### src/rtl/lpm_bipad_seq.sv
// lpm_bipad_seq
//   Sequences single-word transfers through a companion lpm_bipad tri-state pad.
//   A write drives the pad for lpm_hold cycles, pulses wr_done, then leaves the
//   bus released for lpm_turnaround cycles. A read leaves the pad undriven for
//   lpm_sample settle cycles, captures pad_result and pulses rsp_valid.
//
// Ports
//   clock       single clock, rising edge
//   sclr        synchronous active-high reset
//   cmd_valid   command presented
//   cmd_write   1 = write, 0 = read (sampled only at acceptance)
//   cmd_data    write word (sampled only at acceptance)
//   cmd_ready   command can be accepted this cycle (IDLE only)
//   wr_done     one-cycle pulse after a write's drive phase
//   rsp_valid   one-cycle pulse with a new read word on rsp_data
//   rsp_data    last captured read word
//   pad_data    to lpm_bipad data input, zero whenever not driving
//   pad_enable  to lpm_bipad enable input, 1 = drive
//   pad_result  from lpm_bipad result output
//
// state | meaning
// ------+-----------------------------------------------------------
// IDLE  | waiting for a command, cmd_ready = 1
// WRITE | pad driven with the latched word for lpm_hold cycles
// TURN  | bus released after a write, lpm_turnaround cycles
// READ  | pad undriven, settling lpm_sample cycles before capture

module lpm_bipad_seq #(
    parameter int    lpm_width      = 1,
    parameter int    lpm_hold       = 1,
    parameter int    lpm_sample     = 1,
    parameter int    lpm_turnaround = 1,
    parameter string lpm_type       = "lpm_bipad_seq"
) (
    input  logic                 clock,
    input  logic                 sclr,
    input  logic                 cmd_valid,
    input  logic                 cmd_write,
    input  logic [lpm_width-1:0] cmd_data,
    output logic                 cmd_ready,
    output logic                 wr_done,
    output logic                 rsp_valid,
    output logic [lpm_width-1:0] rsp_data,
    output logic [lpm_width-1:0] pad_data,
    output logic                 pad_enable,
    input  logic [lpm_width-1:0] pad_result
);

    generate
        if (lpm_width <= 0 || lpm_hold < 1 || lpm_sample < 1 || lpm_turnaround < 0) begin : g_param_check
            $fatal(1, "%s: illegal parameter set (width>0, hold>=1, sample>=1, turnaround>=0)", lpm_type);
        end
    endgenerate

    localparam int max_hs    = (lpm_hold > lpm_sample) ? lpm_hold : lpm_sample;
    localparam int max_phase = (max_hs > lpm_turnaround) ? max_hs : lpm_turnaround;
    localparam int cnt_w     = (max_phase > 1) ? $clog2(max_phase + 1) : 1;

    // Counter is loaded with (phase length - 1) and the phase ends at zero.
    localparam logic [cnt_w-1:0] hold_load   = cnt_w'(lpm_hold - 1);
    localparam logic [cnt_w-1:0] sample_load = cnt_w'(lpm_sample - 1);
    localparam logic [cnt_w-1:0] turn_load   = cnt_w'((lpm_turnaround > 0) ? lpm_turnaround - 1 : 0);

    typedef enum logic [1:0] {
        IDLE  = 2'd0,
        WRITE = 2'd1,
        TURN  = 2'd2,
        READ  = 2'd3
    } state_t;

    state_t           state;
    logic [cnt_w-1:0] cnt;

    always_ff @(posedge clock) begin
        wr_done   <= 1'b0;
        rsp_valid <= 1'b0;
        if (sclr) begin
            state      <= IDLE;
            cnt        <= '0;
            cmd_ready  <= 1'b1;
            pad_enable <= 1'b0;
            pad_data   <= '0;
            rsp_data   <= '0;
        end else begin
            case (state)
                IDLE: begin
                    if (cmd_valid && cmd_ready) begin
                        cmd_ready <= 1'b0;
                        if (cmd_write) begin
                            state      <= WRITE;
                            cnt        <= hold_load;
                            pad_enable <= 1'b1;
                            pad_data   <= cmd_data;
                        end else begin
                            state <= READ;
                            cnt   <= sample_load;
                        end
                    end
                end
                WRITE: begin
                    if (cnt == '0) begin
                        wr_done    <= 1'b1;
                        pad_enable <= 1'b0;
                        pad_data   <= '0;
                        if (lpm_turnaround == 0) begin
                            state     <= IDLE;
                            cmd_ready <= 1'b1;
                        end else begin
                            state <= TURN;
                            cnt   <= turn_load;
                        end
                    end else begin
                        cnt <= cnt - 1'b1;
                    end
                end
                TURN: begin
                    if (cnt == '0) begin
                        state     <= IDLE;
                        cmd_ready <= 1'b1;
                    end else begin
                        cnt <= cnt - 1'b1;
                    end
                end
                READ: begin
                    // Capture at the end of the last settle cycle; IDLE coincides
                    // with rsp_valid so another read can follow immediately.
                    if (cnt == '0) begin
                        rsp_data  <= pad_result;
                        rsp_valid <= 1'b1;
                        state     <= IDLE;
                        cmd_ready <= 1'b1;
                    end else begin
                        cnt <= cnt - 1'b1;
                    end
                end
                default: begin
                    state      <= IDLE;
                    cnt        <= '0;
                    cmd_ready  <= 1'b1;
                    pad_enable <= 1'b0;
                    pad_data   <= '0;
                end
            endcase
        end
    end

endmodule

### config.mk
export PLATFORM = sky130hd
export DESIGN_NAME = lpm_bipad_seq
export DESIGN_NICKNAME = d
export VERILOG_FILES = /design/src/rtl/lpm_bipad_seq.sv
export SDC_FILE = /design/constraint.sdc
export NUM_CORES = 1
export LEC_CHECK = 0
export CORE_AREA = 2 2 39 41
export CTS_CLUSTER_DIAMETER = 200
export DETAILED_ROUTE_END_ITERATION = 6
export DIE_AREA = 0 0 41 43
export GPL_ROUTABILITY_DRIVEN = 0
export RECOVER_POWER = 100
export SLEW_MARGIN = 20
export SYNTH_ARGS = -nofsm -noshare
export SYNTH_HDL_FRONTEND = slang
export SYNTH_SLANG_ARGS = --single-unit
### constraint.sdc
create_clock -name clock -period 1.4 [get_ports clock]
set_input_delay 0.14 -clock clock [delete_from_list [all_inputs] [get_ports clock]]
set_output_delay 0.14 -clock clock [all_outputs]
set_load 0.05 [all_outputs]
; Word level (Yosys, flattened, before mapping)
; Index checks and enable logic that the tools add are counted.
[op_classes]
addsub = 1
n_mul = 0
div_mod_pow = 0
magnitude_cmp = 0
n_eq_ne = 7
n_shift = 0
n_mux = 18
n_bitwise = 3
reduce_logical = 12
[ops]
columns = op, count
row1 = $mux 1, 9
row2 = $mux 2, 4
row3 = $ne 2x2->1 const B, 4
row4 = $pmux 1 s2, 4
row5 = $pmux 2 s3, 1
row6 = $reduce_and 3->1, 2
row7 = $reduce_or 2->1, 3
row8 = $eq 2x2->1 const B, 2
row9 = $reduce_and 4->1, 1
row10 = $reduce_bool 2->1, 2
row11 = $not 1->1, 3
row12 = $reduce_or 3->1, 1
row13 = $eq 2x1->1 const B, 1
row14 = $logic_not 2->1, 1
row15 = $reduce_and 2->1, 1
row16 = $logic_and 1x1->1, 1
row17 = $sub 1x1->1 const B, 1
[totals]
regBits = 9
latchBits = 0
ramBits = 0
mem_bits_ro = 0
inputBits = 6
mem_count = 0

; Depth between registers and ports, before layout
[depth]
depth_word = 4
depth_mapped = 4

; Least setup slack after synthesis
; Ideal clock, no wire load.
[synth_timing]
path_type = flip-flop to flip-flop
start = reg cmd_ready
end = reg pad_data
t_arrival_ns = 1.440
t_required_ns = 1.326
path_slack_ns = -0.114
path_stages_with_launch = 4
n_path_buf = 0
synth_period_minus_slack_ns = 1.514
path_cell_list = dfxtp_1 > nand3_2 > or4b_1 > a31oi_1
[synth_between]
elab_chain_len = 3
[synth_rtl]
columns = item, line
row1 = from (decl), 40  ; output logic cmd_ready,
row2 = from (signal assigned), 80  ; cmd_ready <= 1'b1;
row3 = from (signal assigned), 88  ; cmd_ready <= 1'b0;
row4 = from (signal assigned), 107  ; cmd_ready <= 1'b1;
row5 = $logic_and 1x1->1, 87  ; if (cmd_valid && cmd_ready) begin
row6 = $ne 2x2->1 (no source line), --
row7 = $reduce_and 4->1 (no source line), --
row8 = to (signal assigned), 93  ; pad_data <= cmd_data;
row9 = to (decl), 44  ; output logic [lpm_width-1:0] pad_data,
; Every way passes these cells.
; A chain may end at the register's enable or synchronous reset.

; Worst setup path after layout
[layout_timing]
start = in cmd_valid
end = reg pad_data
[layout_between]
elab_chain_len = 3
[layout_rtl]
columns = item, line
row1 = from (decl), 37  ; input logic cmd_valid,
row2 = $logic_and 1x1->1, 87
row3 = $ne 2x2->1 (no source line), --
row4 = $reduce_and 4->1 (no source line), --
; Every way passes these cells.

==> impl_metrics.toml <==
[synthesis]
synth_nets = 38
netlist_instances = 32
ys_seq_area_frac = 0.559
synth-seq-cells = 8
syn-cell-area_sq_um = 287
yosys_warnings = 0
syn_area_per_cell_sq_um = 8.95
synth.distinct_cells = 15

[power]
p_per_area_nw_per_um2 = 1210
irDropWorstVdd_v = 0.000557
power.internal_w = 0.000379
p_switching_w = 0.000144
pwr-share-seq = 0.483
comb_power_share = 0.176
clock_power_share = 0.341
sw_frac_of_total = 0.276
p_leak_nw = 0.169

[floorplan]
fp.dieArea_sq_um = 1760
initial_core_util = 0.207
rows = 14
coreArea_sq_um = 1380
die_y_um = 43
die_x_um = 41
io_pins = 12

[timing]
tightest_slew_ps = 598
fmax_mhz = 781
clock_skew_ps = 2.46
finalHoldViolations = 0
setup_viol = 0
period_minus_slack_ps = 1280
period_share = 0.915
fin_hold_ws_ps = 456
drv_slew = 0
relSlewSlack = 0.603
rsz0062_at_grt = "false"

[clock_network]
post-cts-setup-buffers = 0
h-tree-depth = 1
cts_tree = "built"
cts_buffer_depth = 2
clkLatencyLatePin_ps = 250
hold_buffers = 0
path_clk_slew_ps = 60
cts_inserted_buffers = 3
cts_root_buf = "clkbuf_4"
cts-resized-gates = 0
cts.sinks = 8

[grt]
grt_pass1_wl_um = 910
grt.overflow.total = 0
grt_usage = 0.0827
antenna_found_initial = 0
grt_max_degree = 9
grt_pass1_vias = 216

[cells_and_area]
final_cell_mix = "dfxtp_1, clkbuf_1, nand2_1"
stdcell_count = 64
final_nets = 56
n_antenna_cell = 0
area.growth.synth_to_final_pct = 51.1
drive_gt1_frac = 0.146
layout_commonest_cell = "dfxtp_1"

[setup_path]
crit_family = "simple AND/OR/NAND/NOR gates"
worstPathArrival_ps = 1460
critPathKind = "in2reg"
max_stage_delay_ps = 560
worst-path-buf-inv = 1
crit_path_max_fanout = 2
start_kind = "primary input"
crit_cells = 4
worstPathCellList = "dlygate4sd3_1, nand3_2, or4b_1, a31oi_1"
end_kind = "flop"
r2r_cells = 3
required_ps = 1580
cpMaxStageDelayCell = "dlygate4sd3_1"

[status]
outcome = "complete, no violations"

[placement]
hpwl_um = 422
portBuffers = 11
dp.cells = 61

[min_path]
hold_depth = 2
hp-class = "reg2reg"

[routing]
ant_nets = 0
via_count = 268
drc = 0
initialDrtViolationCount = 4
vias_per_cell = 4.19
totalWireLength_um = 568
wl_per_cell_um = 8.88
drt_pre_antenna_iters = 4

[job]
maxCapViolations = 0
sequential cells by signal (all words and copies together), names as in the netlist:
signal and count:
rsp_data 1, state 2, rsp_valid 1, pad_enable 1
wr_done 1, cmd_ready 1, pad_data 1
area by class of cell:
cell class / count / area, sq um
clock buffer: 3 / 22.5
fill: 154 / 951
inverter: 2 / 7.51
multi-input combinational: 21 / 115
sequential: 8 / 160
tap: 16 / 20.0
timing repair buffer: 14 / 108
power by group through the flow:
stage	Combinational (W)	Sequential, W	Clock, W
after CTS	0.000104	0.000254	0.000182
after global routing	0.0000972	0.000254	0.000198
after detailed placement	0.000104	0.000259	0
after floorplan	0.0000236	0.000283	0
after global placement	0.000103	0.000259	0
final	0.0000920	0.000253	0.000178
worst min-delay path: stages, from the launching register on:
cell and delay (ps):
dfxtp_1 310, nand2_1 50, a21oi_1 50
worst paths after layout:
path              startpoint  slack, ps        to
setup / recovery   cmd_valid        120  pad_data
hold / removal      rsp_data        460  rsp_data
setup reg to reg   cmd_ready        130  pad_data
hold reg to reg     rsp_data        460  rsp_data
cells by family after synthesis:
| kind of cell | count (synthesis) | share of synthesized area |
|---|---|---|
| AOI/OAI and AO/OA | 6 | 0.127 |
| and+or+nand+nor | 15 | 0.275 |
| buffers and inverters | 3 | 0.0393 |
| DFF | 8 | 0.559 |
routing by layer:
metal	global-route usage	vias to the layer above	wire length [um]
li1	-	141	-
met1	0.101	120	268
met2	0.0938	7	248
met3	0.0628	0	51
met4	0.0600	0	0
met5	0	-	0
cell usage after synthesis:
| cell | n | share of area |
|---|---|---|
| nand3b_1 | 1 | 0.026 |
| nand3_2 | 1 | 0.035 |
| o21a_1 | 2 | 0.052 |
| and2_1 | 1 | 0.022 |
| nor2_1 | 4 | 0.052 |
| nor4_1 | 1 | 0.022 |
| a21oi_1 | 2 | 0.035 |
| dfxtp_1 | 8 | 0.56 |
| o21ai_0 | 1 | 0.017 |
| nand3_1 | 1 | 0.017 |
| a31oi_1 | 1 | 0.022 |
| clkbuf_1 | 1 | 0.013 |
| inv_1 | 2 | 0.026 |
| nand2_1 | 5 | 0.066 |
| or4b_1 | 1 | 0.035 |
per-stage QoR:
stage | worst slack, ps | total power (W) | TNS, ps | utilization | cell area [sq um]
floorplan | 73.8 | 0.000307 | 0 | - | 288
global placement | -72.3 | 0.000362 | -72.3 | 0.323 | 447
detailed placement | -99.3 | 0.000363 | -99.3 | 0.323 | 447
CTS | 180 | 0.000540 | 0 | 0.339 | 469
global route | 70.6 | 0.000549 | 0 | 0.313 | 433
finish | 119 | 0.000523 | 0 | 0.313 | 433
No activity file was read; power rests on OpenSTA's default activity.
